--- src/rtl/mem_arbiter_if.sv ---
`timescale 1ns/1ps
// Memory request/response bus: the master modport issues requests and the
// slave modport returns the ready pulse and read data.
interface mem_arbiter_if;
    logic        valid;
    logic [31:0] addr;
    logic [31:0] wdata;
    logic [3:0]  wstrb;
    logic        ready;
    logic [31:0] rdata;

    modport master (output valid, addr, wdata, wstrb, input ready, rdata);
    modport slave  (input valid, addr, wdata, wstrb, output ready, rdata);
endinterface

--- src/rtl/mem_arbiter.sv ---
`timescale 1ns/1ps
// Round-robin two-master arbiter for the core memory bus with registered responses.
// Define MEM_ARBITER_TIMEOUT_EN to enable the slave-ready watchdog and error flag.
module mem_arbiter #(
    parameter int unsigned TIMEOUT  = 255,
    parameter logic [31:0] ERR_DATA = 32'h0
) (
    input  logic          clk,
    input  logic          rst,
    mem_arbiter_if.slave  m0,
    mem_arbiter_if.slave  m1,
    mem_arbiter_if.master slv,
    output logic          grant,
    output logic          timeout_err,
    output logic          err_master,
    input  logic          err_clear
);
    typedef enum logic [1:0] {IDLE, BUSY, RESP} state_t;

    state_t state;
    logic   last_grant;
    logic   pick;

    // On contention the master that did not win last time goes next.
    assign pick = (m0.valid && m1.valid) ? ~last_grant : m1.valid;

`ifdef MEM_ARBITER_TIMEOUT_EN
    localparam int CNT_W = $clog2(TIMEOUT + 1);

    logic [CNT_W-1:0] wd_cnt;
    logic [CNT_W-1:0] wd_next;
    logic             wd_fire;

    // Fires in the TIMEOUT-th consecutive BUSY cycle without slv_ready.
    assign wd_next = wd_cnt + CNT_W'(1);
    assign wd_fire = (wd_next == CNT_W'(TIMEOUT));
`else
    logic unused_cfg;

    assign timeout_err = 1'b0;
    assign err_master  = 1'b0;
    assign unused_cfg  = err_clear ^ (TIMEOUT == 0) ^ ERR_DATA[0];
`endif

    always_ff @(posedge clk) begin
        if (rst) begin
            state      <= IDLE;
            slv.valid  <= 1'b0;
            slv.addr   <= 32'h0;
            slv.wdata  <= 32'h0;
            slv.wstrb  <= 4'h0;
            m0.ready   <= 1'b0;
            m1.ready   <= 1'b0;
            m0.rdata   <= 32'h0;
            m1.rdata   <= 32'h0;
            grant      <= 1'b0;
            last_grant <= 1'b1;
`ifdef MEM_ARBITER_TIMEOUT_EN
            wd_cnt      <= '0;
            timeout_err <= 1'b0;
            err_master  <= 1'b0;
`endif
        end else begin
            m0.ready <= 1'b0;
            m1.ready <= 1'b0;
`ifdef MEM_ARBITER_TIMEOUT_EN
            // A timeout raised later in this block overrides the clear.
            if (err_clear) begin
                timeout_err <= 1'b0;
            end
`endif
            case (state)
                IDLE: begin
                    if (m0.valid || m1.valid) begin
                        slv.valid  <= 1'b1;
                        slv.addr   <= pick ? m1.addr  : m0.addr;
                        slv.wdata  <= pick ? m1.wdata : m0.wdata;
                        slv.wstrb  <= pick ? m1.wstrb : m0.wstrb;
                        grant      <= pick;
                        last_grant <= pick;
`ifdef MEM_ARBITER_TIMEOUT_EN
                        wd_cnt     <= '0;
`endif
                        state      <= BUSY;
                    end
                end
                BUSY: begin
                    if (slv.ready) begin
                        slv.valid <= 1'b0;
                        state     <= RESP;
                        if (grant) begin
                            m1.rdata <= slv.rdata;
                            m1.ready <= 1'b1;
                        end else begin
                            m0.rdata <= slv.rdata;
                            m0.ready <= 1'b1;
                        end
                    end
`ifdef MEM_ARBITER_TIMEOUT_EN
                    else if (wd_fire) begin
                        slv.valid   <= 1'b0;
                        state       <= RESP;
                        timeout_err <= 1'b1;
                        err_master  <= grant;
                        if (grant) begin
                            m1.rdata <= ERR_DATA;
                            m1.ready <= 1'b1;
                        end else begin
                            m0.rdata <= ERR_DATA;
                            m0.ready <= 1'b1;
                        end
                    end else begin
                        wd_cnt <= wd_next;
                    end
`endif
                end
                RESP: begin
                    state <= IDLE;
                end
                default: begin
                    state <= IDLE;
                end
            endcase
        end
    end
endmodule

--- src/flat_wrapper.sv ---
// flat-port wrapper written by rule: the top's interface ports become plain ports
module mem_arbiter_flat 
#(
    parameter int unsigned TIMEOUT  = 255,
    parameter logic [31:0] ERR_DATA = 32'h0
)
  (clk, rst, grant, timeout_err, err_master, err_clear, m0_valid, m0_addr, m0_wdata, m0_wstrb, m0_ready, m0_rdata, m1_valid, m1_addr, m1_wdata, m1_wstrb, m1_ready, m1_rdata, slv_valid, slv_addr, slv_wdata, slv_wstrb, slv_ready, slv_rdata);
  mem_arbiter_if m0_i ();
  mem_arbiter_if m1_i ();
  mem_arbiter_if slv_i ();
  input  logic clk;
  input  logic rst;
  output logic grant;
  output logic timeout_err;
  output logic err_master;
  input  logic err_clear;
  input wire logic [$bits(m0_i.valid)-1:0] m0_valid;
  input wire logic [$bits(m0_i.addr)-1:0] m0_addr;
  input wire logic [$bits(m0_i.wdata)-1:0] m0_wdata;
  input wire logic [$bits(m0_i.wstrb)-1:0] m0_wstrb;
  output wire logic [$bits(m0_i.ready)-1:0] m0_ready;
  output wire logic [$bits(m0_i.rdata)-1:0] m0_rdata;
  input wire logic [$bits(m1_i.valid)-1:0] m1_valid;
  input wire logic [$bits(m1_i.addr)-1:0] m1_addr;
  input wire logic [$bits(m1_i.wdata)-1:0] m1_wdata;
  input wire logic [$bits(m1_i.wstrb)-1:0] m1_wstrb;
  output wire logic [$bits(m1_i.ready)-1:0] m1_ready;
  output wire logic [$bits(m1_i.rdata)-1:0] m1_rdata;
  output wire logic [$bits(slv_i.valid)-1:0] slv_valid;
  output wire logic [$bits(slv_i.addr)-1:0] slv_addr;
  output wire logic [$bits(slv_i.wdata)-1:0] slv_wdata;
  output wire logic [$bits(slv_i.wstrb)-1:0] slv_wstrb;
  input wire logic [$bits(slv_i.ready)-1:0] slv_ready;
  input wire logic [$bits(slv_i.rdata)-1:0] slv_rdata;
  assign m0_i.valid = m0_valid;
  assign m0_i.addr = m0_addr;
  assign m0_i.wdata = m0_wdata;
  assign m0_i.wstrb = m0_wstrb;
  assign m0_ready = m0_i.ready;
  assign m0_rdata = m0_i.rdata;
  assign m1_i.valid = m1_valid;
  assign m1_i.addr = m1_addr;
  assign m1_i.wdata = m1_wdata;
  assign m1_i.wstrb = m1_wstrb;
  assign m1_ready = m1_i.ready;
  assign m1_rdata = m1_i.rdata;
  assign slv_valid = slv_i.valid;
  assign slv_addr = slv_i.addr;
  assign slv_wdata = slv_i.wdata;
  assign slv_wstrb = slv_i.wstrb;
  assign slv_i.ready = slv_ready;
  assign slv_i.rdata = slv_rdata;
  mem_arbiter #(.TIMEOUT(TIMEOUT), .ERR_DATA(ERR_DATA)) u_core (.clk(clk), .rst(rst), .m0(m0_i), .m1(m1_i), .slv(slv_i), .grant(grant), .timeout_err(timeout_err), .err_master(err_master), .err_clear(err_clear));
endmodule
--- config.mk ---
export PLATFORM = sky130hd
export DESIGN_NAME = mem_arbiter_flat
export DESIGN_NICKNAME = d
export VERILOG_FILES = /design/src/rtl/mem_arbiter_if.sv /design/src/rtl/mem_arbiter.sv /design/src/flat_wrapper.sv
export SDC_FILE = /design/constraint.sdc
export NUM_CORES = 1
export LEC_CHECK = 0
export CORE_MARGIN = 3
export CORE_UTILIZATION = 43
export CTS_BUF_LIST = sky130_fd_sc_hd__clkbuf_8
export DETAILED_ROUTE_END_ITERATION = 16
export PLACE_DENSITY = 0.87
export SLEW_MARGIN = 10
export SYNTH_ARGS = -nofsm -noshare
export SYNTH_HDL_FRONTEND = slang
export SYNTH_SLANG_ARGS = --single-unit
export TNS_END_PERCENT = 100
--- constraint.sdc ---
create_clock -name clk -period 3.5 [get_ports clk]
set_clock_uncertainty 0.05 [all_clocks]
set_input_delay 0.35 -clock clk [delete_from_list [all_inputs] [get_ports clk]]
set_output_delay 0.35 -clock clk [all_outputs]
set_load 0.05 [all_outputs]
==> metrics, run 1 <==
DR vias/cell=5.30; P_leak=0.00327 uW; synthesized flop and latch total=139; CTS tree=built; Routability Congestion=0.801; Area Growth Syn to Fin=60.5%; min cycle time layout=2.15 ns; Post-Route WL=19.4 mm; Syn Area/Cell=8.14 sq um; synthesized cell area=5690 sq um; maximum vdd drop=0.254 mV; post_cts resized=0; Starting Density=44.5%; f_max=466 MHz; first-pass GRT wire length=29.3 mm; # fillers=981; final setup TNS=0 ns; clk buf depth=2; average routed wire per standard cell=16.8 microns; CTS sink cnt=139; PD cells=477 nW/um^2; largest net degree at the start of global routing=73; IO Pins=312; MaxCap Viol Count=0; ANT nets after route=0; period utilization=61.3%; outcome=complete, no violations; clk root buf=clkbuf_8; Post-CTS Setup Bufs=0; CP Capture Type=output port; slew margin rel.=42.2%; Critical-path top delay cell=clkdlybuf4s50_1; CTS clk-pin slew, worst paths=0.07 ns; Critical path buffers and inverters=1; # diodes=0; min-delay worst type=flip-flop to flip-flop; Chip Height=121 microns; Final Setup Violations=0; CP arrival=1.75 ns; Core Rows=41; Final Hold Viols=0; Worst path top cell family by delay=buffers and inverters; die outline width=121 microns; area of the core=12800 sq um; grt ovf=0; vias in the first global route=5650; Hold Buf Count CTS=0; Synth area leaders=dfxtp_1 (49%), nand2_1 (18%), a21oi_1 (12%); die area=14600 sq um; Req. time, crit path=3.10 ns; cell taking the most area after synthesis=dfxtp_1; CTS buffer count=17; YS warnings=0; count of different cell masters after synthesis=26; Final Util=71.5%; post-synthesis sequential area ratio=48.9%; kind of critical path=flip-flop to output port; Worst path max stage delay=0.91 ns; initial drt markers=535; antenna violations before repair=0; cells after synthesis=699; Max Fanout on Critical Path=6; # DRC=0; post-DP HPWL=13.4 mm; # nets final=1142; layout cells sized above 1=6.73%; Synth top area share=48.9%; Startpoint Class=flip-flop; vias=6115; H-tree Lvls=4; crit path cell chain=clkdlybuf4s50_1; iteration count of the initial detailed-routing pass=4; Least-Margin Pin Slew=0.866 ns; port bufs=308; RSZ-0062 raised after global routing=no; clock latency at the later pin of the worst-skew pair=0.43 ns; All-Layer GR Usage=25.3%; max-slew violation count=0
-- through the flow --
stage	hold WS, ns	total power [uW]	setup slack (ns)	cell area [sq um]	instances
after floorplan	0.436	2570	1.97	5690	700
after detailed placement	0.396	3080	1.10	8740	1121
final	0.404	4350	1.35	9130	1153
after CTS	0.391	4380	1.29	9130	1153
after global routing	0.406	4530	1.24	9130	1153
after global placement	0.391	3060	1.16	8740	1121
-- cell families (layout without fill, tap and decap cells) --
logic type	after synthesis	count (layout)	synth area share [%]
buffers and inverters	70	351	6.55
other	1	2	0.0659
AND/OR/NAND/NOR	282	282	19.6
flip-flops	139	139	48.9
AO/OA/AOI/OAI	207	207	24.9
-- cell usage in the layout (no fill, tap or decap), drive strengths merged, types with 2 or more instances in the layout --
cell type / count
clkdlybuf4s50: 307
nand2: 266
dfxtp: 139
a21oi: 135
a311oi: 68
clkbuf: 17
buf: 12
nor2: 6
clkinv: 5
clkinvlp: 4
bufinv: 3
inv: 3
nand3b: 2
o21ai: 2
conb: 2
or2: 2
-- per-layer routing --
metal / share of wire (%) / wire length, microns / GRT usage, % / up-vias
li1: - / - / - / 2945
met1: 37 / 7240 / 28.2 / 2836
met2: 49 / 9440 / 41.6 / 270
met3: 8.8 / 1700 / 8.81 / 64
met4: 5.3 / 1030 / 15.1 / 0
met5: 0 / 0 / 0 / -
-- final timing paths --
path | from | endpoint | slack [ns] | depth (start not counted)
min reg2reg | u_core.m0.rdata[18] | u_core.m0.rdata[18] | 0.40 | 2
max reg2reg | u_core.state[1] | u_core.slv.addr[15] | 1.49 | 4
max | u_core.grant | grant | 1.35 | 1
min | u_core.m0.rdata[18] | u_core.m0.rdata[18] | 0.40 | 2
-- registers in the layout, summed over array words and instances (netlist names) --
signal and cells:
u_core.m0.rdata 32, u_core.m1.rdata 32, u_core.slv.addr 32, u_core.slv.wdata 32, u_core.slv.wstrb 4, u_core.state 2
u_core.grant 1, u_core.last_grant 1, u_core.m0.ready 1, u_core.m1.ready 1, u_core.slv.valid 1
-- final cells by class --
class	instances	area, sq um	area share (%)
tap	172	215	2.36
timing repair buffer	319	3190	34.9
multi-input combinational	491	2550	27.9
sequential	139	2780	30.5
clock inverter	15	160	1.75
clock buffer	17	234	2.56
-- cell usage after synthesis (all sizes together) --
library cell,number
or3b,1
a21boi,1
a21oi,135
a311oi,68
nand2,266
buf,53
nand4bb,1
o21ai,2
nor2,6
and4bb,1
or2,2
nand3b,2
nand3,1
nand4b,1
conb,1
a21bo,1
and4b,1
clkbuf,17
dfxtp,139
-- power by group --
part	total (uW)	internal [uW]	leakage [uW]	switching, uW
Combinational	1280	496	0.00193	787
Sequential	1770	1700	0.00114	64.7
Clock	1300	691	0.000201	611
No activity file was read; power rests on OpenSTA's default activity.
==> run 2: changes to the inputs <==
--- a/config.mk
+++ b/config.mk
@@ -6,10 +6,10 @@
 export NUM_CORES = 1
 export LEC_CHECK = 0
 export CORE_MARGIN = 3
-export CORE_UTILIZATION = 43
+export CORE_UTILIZATION = 40
 export CTS_BUF_LIST = sky130_fd_sc_hd__clkbuf_8
 export DETAILED_ROUTE_END_ITERATION = 16
-export PLACE_DENSITY = 0.87
+export PLACE_DENSITY = 0.81
 export SLEW_MARGIN = 10
 export SYNTH_ARGS = -nofsm -noshare
 export SYNTH_HDL_FRONTEND = slang
==> constraint.sdc (replaced) <==
create_clock -name clk -period 2.03 [get_ports clk]
set_clock_uncertainty 0.05 [all_clocks]
set_input_delay 0.203 -clock clk [delete_from_list [all_inputs] [get_ports clk]]
set_output_delay 0.203 -clock clk [all_outputs]
set_load 0.05 [all_outputs]
==> metrics, run 2 (synthesis gave the netlist of run 1 again) <==
Final Hold Viols=0; P_leak=0.00332 uW; Area Growth Syn to Fin=62.4%; port bufs=308; period utilization=93.7%; PD cells=817 nW/um^2; post-DP HPWL=13.2 mm; CTS buffer count=17; f_max=526 MHz; post_cts resized=0; CP arrival=1.65 ns; grt ovf=0; Routability Congestion=0.812; Least-Margin Pin Slew=0.664 ns; All-Layer GR Usage=23.6%; DR vias/cell=5.17; vias in the first global route=5765; Final Power=7540 uW; Placed Area=8840 sq um; maximum vdd drop=0.392 mV; Startpoint Class=flip-flop; min-delay worst type=input pin to flip-flop; Req. time, crit path=1.78 ns; vias=6001; iteration count of the initial detailed-routing pass=5; CTS tree=built; Starting Density=42.0%; RSZ-0062 raised after global routing=no; # nets final=1147; area of the core=13600 sq um; CTS sink cnt=139; slew margin rel.=55.7%; post-route cell area=9240 sq um; CTS clk-pin slew, worst paths=0.08 ns; Worst path top cell family by delay=buffers and inverters; largest net degree at the start of global routing=140; # DRC=0; first-pass GRT wire length=29.9 mm; outcome=complete, no violations; final cell count without fillers=1160; antenna violations before repair=0; IO Pins=312; clk buf depth=2; Core Rows=42; clk root buf=clkbuf_8; most frequent cells in the layout=clkdlybuf4s50_1 (306), nand2_1 (266), dfxtp_1 (139); MaxCap Viol Count=0; min cycle time layout=1.90 ns; commonest non-fill, non-tap cell in the layout=clkdlybuf4s50_1; Critical path buffers and inverters=1; DP Cell Count=1130; Chip Height=125 microns; Fin Hold WS=0.278 ns; Post-Route WL=19.1 mm; layout cells sized above 1=7.32%; die outline width=125 microns; H-tree Lvls=4; Critical-path top delay cell=clkdlybuf4s50_1; Worst path max stage delay=0.87 ns; clock latency at the later pin of the worst-skew pair=0.43 ns; crit path cell chain=clkdlybuf4s50_1; Hold Buf Count CTS=0; final setup TNS=0 ns; CP Capture Type=output port; Post-CTS Setup Bufs=0; initial drt markers=296; Max Fanout on Critical Path=2; kind of critical path=flip-flop to output port; Final Setup Violations=0; reg2reg setup slack=0.40 ns; max-slew violation count=0; die area=15700 sq um; # diodes=0; average routed wire per standard cell=16.5 microns; ANT nets after route=0
run 2: where the power goes:
part / total, uW / switching, uW / internal (uW)
clock: 2270 / 1040 / 1230
sequential: 3040 / 111 / 2930
combinational: 2230 / 1350 / 881
run 2: layer usage:
metal	vias up	wire length, microns	GRT usage (%)
li1	2946	-	-
met5	-	0	0
met1	2734	7240	26.0
met4	0	801	10.7
met2	270	9330	40.7
met3	51	1720	8.44
run 2: stage by stage:
step / setup WS, ns / utilization (%)
after floorplan: 0.497 / -
after global placement: 0.177 / 65.2
after detailed placement: 0.102 / 65.2
after CTS: 0.0858 / 68.1
after global routing: 0.0757 / 68.1
final: 0.128 / 68.1
run 2: layout make-up:
type,count,area (sq um)
clock buffers,18,248
clock inverters,12,151
fillers,1120,4320
multi-input cells,491,2550
flip-flops and latches,139,2780
well taps,176,220
repair buffers,324,3290
run 2: path summary, 6_finish.rpt:
kind	from	end	cells past startpoint
setup reg to reg	u_core.state[0]	u_core.slv.addr[4]	4
setup / recovery	u_core.slv.wdata[13]	slv_wdata[13]	1
hold reg to reg	u_core.m0.rdata[9]	u_core.m0.rdata[9]	2
hold / removal	m0_wdata[13]	u_core.slv.wdata[13]	3
==> run 3: changes to the inputs <==
--- a/config.mk
+++ b/config.mk
@@ -8,6 +8,7 @@
 export CORE_MARGIN = 3
 export CORE_UTILIZATION = 40
 export CTS_BUF_LIST = sky130_fd_sc_hd__clkbuf_8
+export CTS_CLUSTER_SIZE = 40
 export DETAILED_ROUTE_END_ITERATION = 16
 export PLACE_DENSITY = 0.81
 export SLEW_MARGIN = 10
==> constraint.sdc (replaced) <==
create_clock -name clk -period 1.9 [get_ports clk]
set_clock_uncertainty 0.05 [all_clocks]
set_input_delay 0.19 -clock clk [delete_from_list [all_inputs] [get_ports clk]]
set_output_delay 0.19 -clock clk [all_outputs]
set_load 0.05 [all_outputs]
==> metrics, run 3 (synthesis gave the netlist of run 1 again) <==
IO Pins=312; first-pass GRT wire length=30.9 mm; vias=6029; most frequent cells in the layout=clkdlybuf4s50_1 (282), nand2_1 (266), dfxtp_1 (139); ANT nets after route=0; Final Util=69.0%; Core Rows=42; MaxCap Viol Count=0; max-slew violation count=0; clock latency at the later pin of the worst-skew pair=0.43 ns; Least-Margin Pin Slew=0.569 ns; pre-CTS WS=0.142 ns; # DRC=0; post-DP HPWL=13.8 mm; Worst path max stage delay=0.85 ns; DR vias/cell=5.16; layout cells sized above 1=8.77%; Critical-path top delay cell=clkdlybuf4s50_1; clk buf depth=2; hold endpoint=u_core.m0.rdata[10]; Area Growth Syn to Fin=64.5%; # nets final=1153; average routed wire per standard cell=16.8 microns; maximum vdd drop=0.462 mV; Max Fanout on Critical Path=2; f_max=532 MHz; switching share of total power=32.5%; area of the core=13600 sq um; # fillers=1094; RSZ-0062 raised after global routing=no; Post-Route WL=19.6 mm; min-delay worst type=input pin to flip-flop; P_leak=0.00359 uW; CTS sink cnt=139; Critical path buffers and inverters=1; die outline width=125 microns; iteration count of the initial detailed-routing pass=5; crit path cell chain=clkdlybuf4s50_1; clk root buf=clkbuf_8; Worst path top cell family by delay=buffers and inverters; Routability Congestion=0.818; vias in the first global route=5896; Startpoint Class=flip-flop; Clk pwr share=32.0%; CP arrival=1.64 ns; r2r endpoint=u_core.slv.addr[5]; CP Capture Type=output port; CTS clk-pin slew, worst paths=0.08 ns; CTS buffer count=17; slew margin rel.=62.0%; largest net degree at the start of global routing=57; Req. time, crit path=1.66 ns; min cycle time layout=1.88 ns; Comb pwr share=28.9%; Final Hold Viols=0; antenna violations before repair=0; period utilization=99.0%; grt ovf=0; Chip Height=125 microns; Final Setup Violations=0; Hold Crit Start=rst; kind of critical path=flip-flop to output port; # diodes=0; Starting Density=42.0%; Internal Power=5610 uW; CTS tree=built; final setup TNS=0 ns; die area=15700 sq um; port bufs=308; P_sw=2700 uW; Hold Buf Count CTS=0; sequential share of power=39.1%; r2r startpoint=u_core.state[1]; H-tree Lvls=4; outcome=complete, no violations; All-Layer GR Usage=24.2%; PD cells=888 nW/um^2; hold path cells=2; initial drt markers=300; setup ws final=0.0191 ns; reg2reg path depth=4; reg2reg setup slack=0.37 ns; Fin Hold WS=0.0923 ns; commonest non-fill, non-tap cell in the layout=clkdlybuf4s50_1
## run 3: changes by cell type in the layout (fill, tap and decap cells not counted), sizes merged
cell,change
clkbuf,+2
clkinvlp,+2
clkdlybuf4s50,-24
clkinv,-3
dlymetal6s2s,+12
dlygate4sd2,+5
buf,+13
bufinv,+1
## run 3: layout make-up
class                           instances  area (sq um)  area share [%]
Clock inverter                         12           170            1.82
Timing Repair Buffer                  330          3360            35.9
Multi-Input combinational cell        491          2550            27.2
Tap cell                              176           220            2.35
Sequential cell                       139          2780            29.7
Clock buffer                           20           275            2.94
## run 3: how the worst max path moves through the flow
stage	startpoint	to	slack, ns	cells after the start
2_1_floorplan	u_core.grant	u_core.m0.rdata[0]	0.37	5
3_3_place_gp	m0_valid	u_core.slv.wdata[20]	0.21	5
3_5_place_dp	m1_valid	u_core.slv.wdata[10]	0.14	5
4_1_cts	u_core.slv.wdata[6]	slv_wdata[6]	0.007	1
5_1_grt	u_core.m0.rdata[27]	m0_rdata[27]	0.0003	1
6_report	u_core.slv.wdata[31]	slv_wdata[31]	0.02	1
## run 3: layer usage
layer | GRT usage [%] | part of all wire (%) | vias up | wire [microns]
met5 | 0 | 0 | - | 0
met4 | 10.1 | 3.0 | 0 | 592
met3 | 8.32 | 9.0 | 38 | 1760
met2 | 41.5 | 50 | 261 | 9810
met1 | 27.4 | 38 | 2768 | 7420
li1 | - | - | 2962 | -
## run 3: stage by stage
stage | instances | total power, uW | area [sq um]
3_5_place_dp | 1136 | 5740 | 8890
4_1_cts | 1168 | 8380 | 9330
2_1_floorplan | 700 | 4740 | 5690
6_report | 1168 | 8310 | 9360
5_1_grt | 1168 | 8640 | 9360
3_3_place_gp | 1136 | 5710 | 8890
## run 3: repair_timing
action / 4_1_cts / 5_1_grt
gates resized for setup: 5 / 12
setup buffers: 0 / 0
gates cloned: 0 / 0
endpoints found under the hold margin: 0 / 0
endpoints found under the setup margin: 5 / 12
## run 3: power by group through the flow
stage                     Clock (uW)  Sequential [uW]  Combinational, uW
after global routing            2830             3280               2530
after CTS                       2710             3250               2420
after floorplan                    0             4050                692
after global placement             0             3310               2400
after detailed placement           0             3320               2420
final                           2660             3250               2410
==> variant: new RTL, settings of run 2 <==
Build with the macro `MEM_ARBITER_TIMEOUT_EN` defined.
--- a/src/rtl/mem_arbiter.sv
+++ b/src/rtl/mem_arbiter.sv
@@ -3,2 +3,4 @@
 // Define MEM_ARBITER_TIMEOUT_EN to enable the slave-ready watchdog and error flag.
+`define MEM_ARBITER_TIMEOUT_EN
+
 module mem_arbiter #(
Check against the original RTL: no difference found for any inputs over 4 cycles, from zero or initial values and one cycle with rst high; that may be too few to reach the edited logic, so the function may still have changed.
==> variant against run 2 <==
The flow now finishes with violations (setup timing). Count of clock-buffer cells in the layout rose by 1. Setup slack got worse by 0.27 ns. First-iteration DRC count rose by 3.0%. Final area rose by 16%. Synthesized area rose by 12%. Wire length rose by 12%. Sequential power rose by 7%. Non-clock buffer count rose by 38. Total power rose by 3.2%. Sequential cell count rose by 10. Global-route usage fell by 0.54 points.
==> variant: results <==
metrics = {
    "sta": {
        "tns_ns": -1.56,
        "slew_headroom": 0.602,
        "setup_violations": 52,
        "timing.final.ws_setup_ns": -0.143,
        "report.final.slew_viol_count": 0,
    },
    "routing": {
        "drt_pass1_iterations": 5,
        "finalWirelength_mm": 21.3,
        "vias": 6487,
        "vias_per_cell": 5.25,
        "drt_iter0_drc": 305,
    },
    "logic_synthesis": {
        "yosys.area_share.xor_xnor": 0,
        "syn_inst": 703,
        "synth_fa_ha_area_frac": 0.00394,
        "ys_types": 46,
        "synthTopCellsByCount": "dfxtp_1 (149), nor2_1 (75), a21oi_1 (74)",
        "ys.flop_type": "dfxtp_1",
        "synthArstFlopShare": 0,
        "ys_warn_count": 0,
        "synthMuxAreaShare": 0.109,
        "syn-num-nets": 879,
        "synth_compound_area_frac": 0.246,
        "synth-seq-area-share": 0.469,
        "synthTopCellsByArea": "dfxtp_1 (47%), mux2i_1 (11%), a211oi_1 (8.0%)",
    },
    "final_layout": {
        "layout-drive-gt1-share": 0.148,
        "n_antenna_cell": 0,
        "nFillCells": 1175,
    },
    "hold_path": {
        "hp-class": "in -> reg",
    },
    "setup_path": {
        "max_stage_delay_ns": 0.39,
        "critPathTopFamily": "compound AO/OA/AOI/OAI gates",
        "crit_slowest_cell": "or3_4",
        "crit_arrival_ns": 2.44,
        "critPathMaxFanout": 7,
    },
    "clocking": {
        "ctsHtreeMaxLevel": 4,
        "clk_pin_slew_ns": 0.08,
        "cts_buffers": 17,
        "clock_latency_ns": 0.44,
        "cts-root-buf": "clkbuf_8",
        "cts_buffer_depth": 2,
    },
    "status": {
        "status": "complete, but fails checks",
        "violations": "setup timing",
    },
    "global_route": {
        "grt_use_total": 0.230,
        "antenna_found_initial": 0,
        "grt_pass1_vias": 6181,
        "grt_pass1_wl_mm": 32.5,
        "grt_max_degree": 83,
    },
    "placement": {
        "placed_area_um2": 9950,
        "place_congestion": 0.844,
        "port_buffers": 311,
        "dp.final_hpwl_mm": 15.4,
        "dp_cells": 1196,
    },
    "power": {
        "ir_worst_vdd_mv": 0.399,
        "p_leak_nw": 3.74,
    },
}
-- variant: cell count changes after synthesis, moves of 34 or more --
cell,run 2,this run
nor2_1,4,75
a21oi_1,135,74
a211oi_1,0,68
buf_2,40,6
mux2i_1,0,69
nand2_1,266,71
-- variant: timing repair --
action                                 4_1_cts  5_1_grt
pin swaps                                    2       13
setup endpoints to repair                   72       74
hold buffers                                 1        0
gates resized for setup                     13       54
gates cloned                                 0        2
endpoints found under the hold margin        8        0
setup buffers                                1        4
-- variant: cells by family after synthesis --
group | Yosys count
simple gates | 181
buf+inv | 75
fa+ha+maj | 2
compound gates | 227
mux | 69
flops | 149
-- variant: layout make-up --
class,count,area (um^2),area share
timing repair buffer,362,3710,0.345
multi-input combinational,479,3390,0.315
sequential,149,3000,0.279
tap,211,264,0.0246
clock buffer,19,262,0.0244
clock inverter,13,108,0.0100
inverter,3,11.3,0.00105
-- variant: report_power, final --
part / leakage, nW / internal, mW / total [mW] / switching (mW)
clock: 0.177 / 1.02 / 2.14 / 1.12
combinational: 2.34 / 0.985 / 2.41 / 1.42
sequential: 1.23 / 3.13 / 3.24 / 0.112
total: 3.74 / 5.13 / 7.78 / 2.65
-- variant: path summary, 6_finish.rpt --
path                                          start  depth (start not counted)                  end
worst max-delay path               u_core.wd_cnt[5]                          9   u_core.m0.rdata[1]
worst max register to register     u_core.wd_cnt[5]                          9   u_core.m0.rdata[1]
worst min-delay path                   slv_rdata[5]                          3   u_core.m0.rdata[5]
worst min register to register  u_core.m0.rdata[30]                          2  u_core.m0.rdata[30]
-- variant: worst register-to-register path, stage by stage, from the launching register on --
cell and delay [ns]:
dfxtp_2 0.33, buf_4 0.13, nand2_1 0.11, or3_4 0.39, a22oi_2 0.26, a21oi_4 0.16
buf_6 0.15, buf_8 0.13, o31ai_1 0.23, a21oi_1 0.10
-- variant: stage by stage --
step | hold slack [ns] | setup slack, ns | utilization
2_1_floorplan | 0.289 | 0.00258 | -
3_3_place_gp | 0.402 | -0.0399 | 0.647
3_5_place_dp | 0.414 | -0.122 | 0.647
4_1_cts | 0.278 | -0.0360 | 0.677
5_1_grt | 0.287 | -0.196 | 0.699
6_report | 0.318 | -0.143 | 0.699
-- variant: layer usage --
layer / part of all wire / global-route usage / vias to the layer above
met5: 0 / 0 / -
met1: 0.39 / 0.274 / 2995
met4: 0.018 / 0.0700 / 0
met2: 0.52 / 0.398 / 270
li1: - / - / 3199
met3: 0.073 / 0.0718 / 23
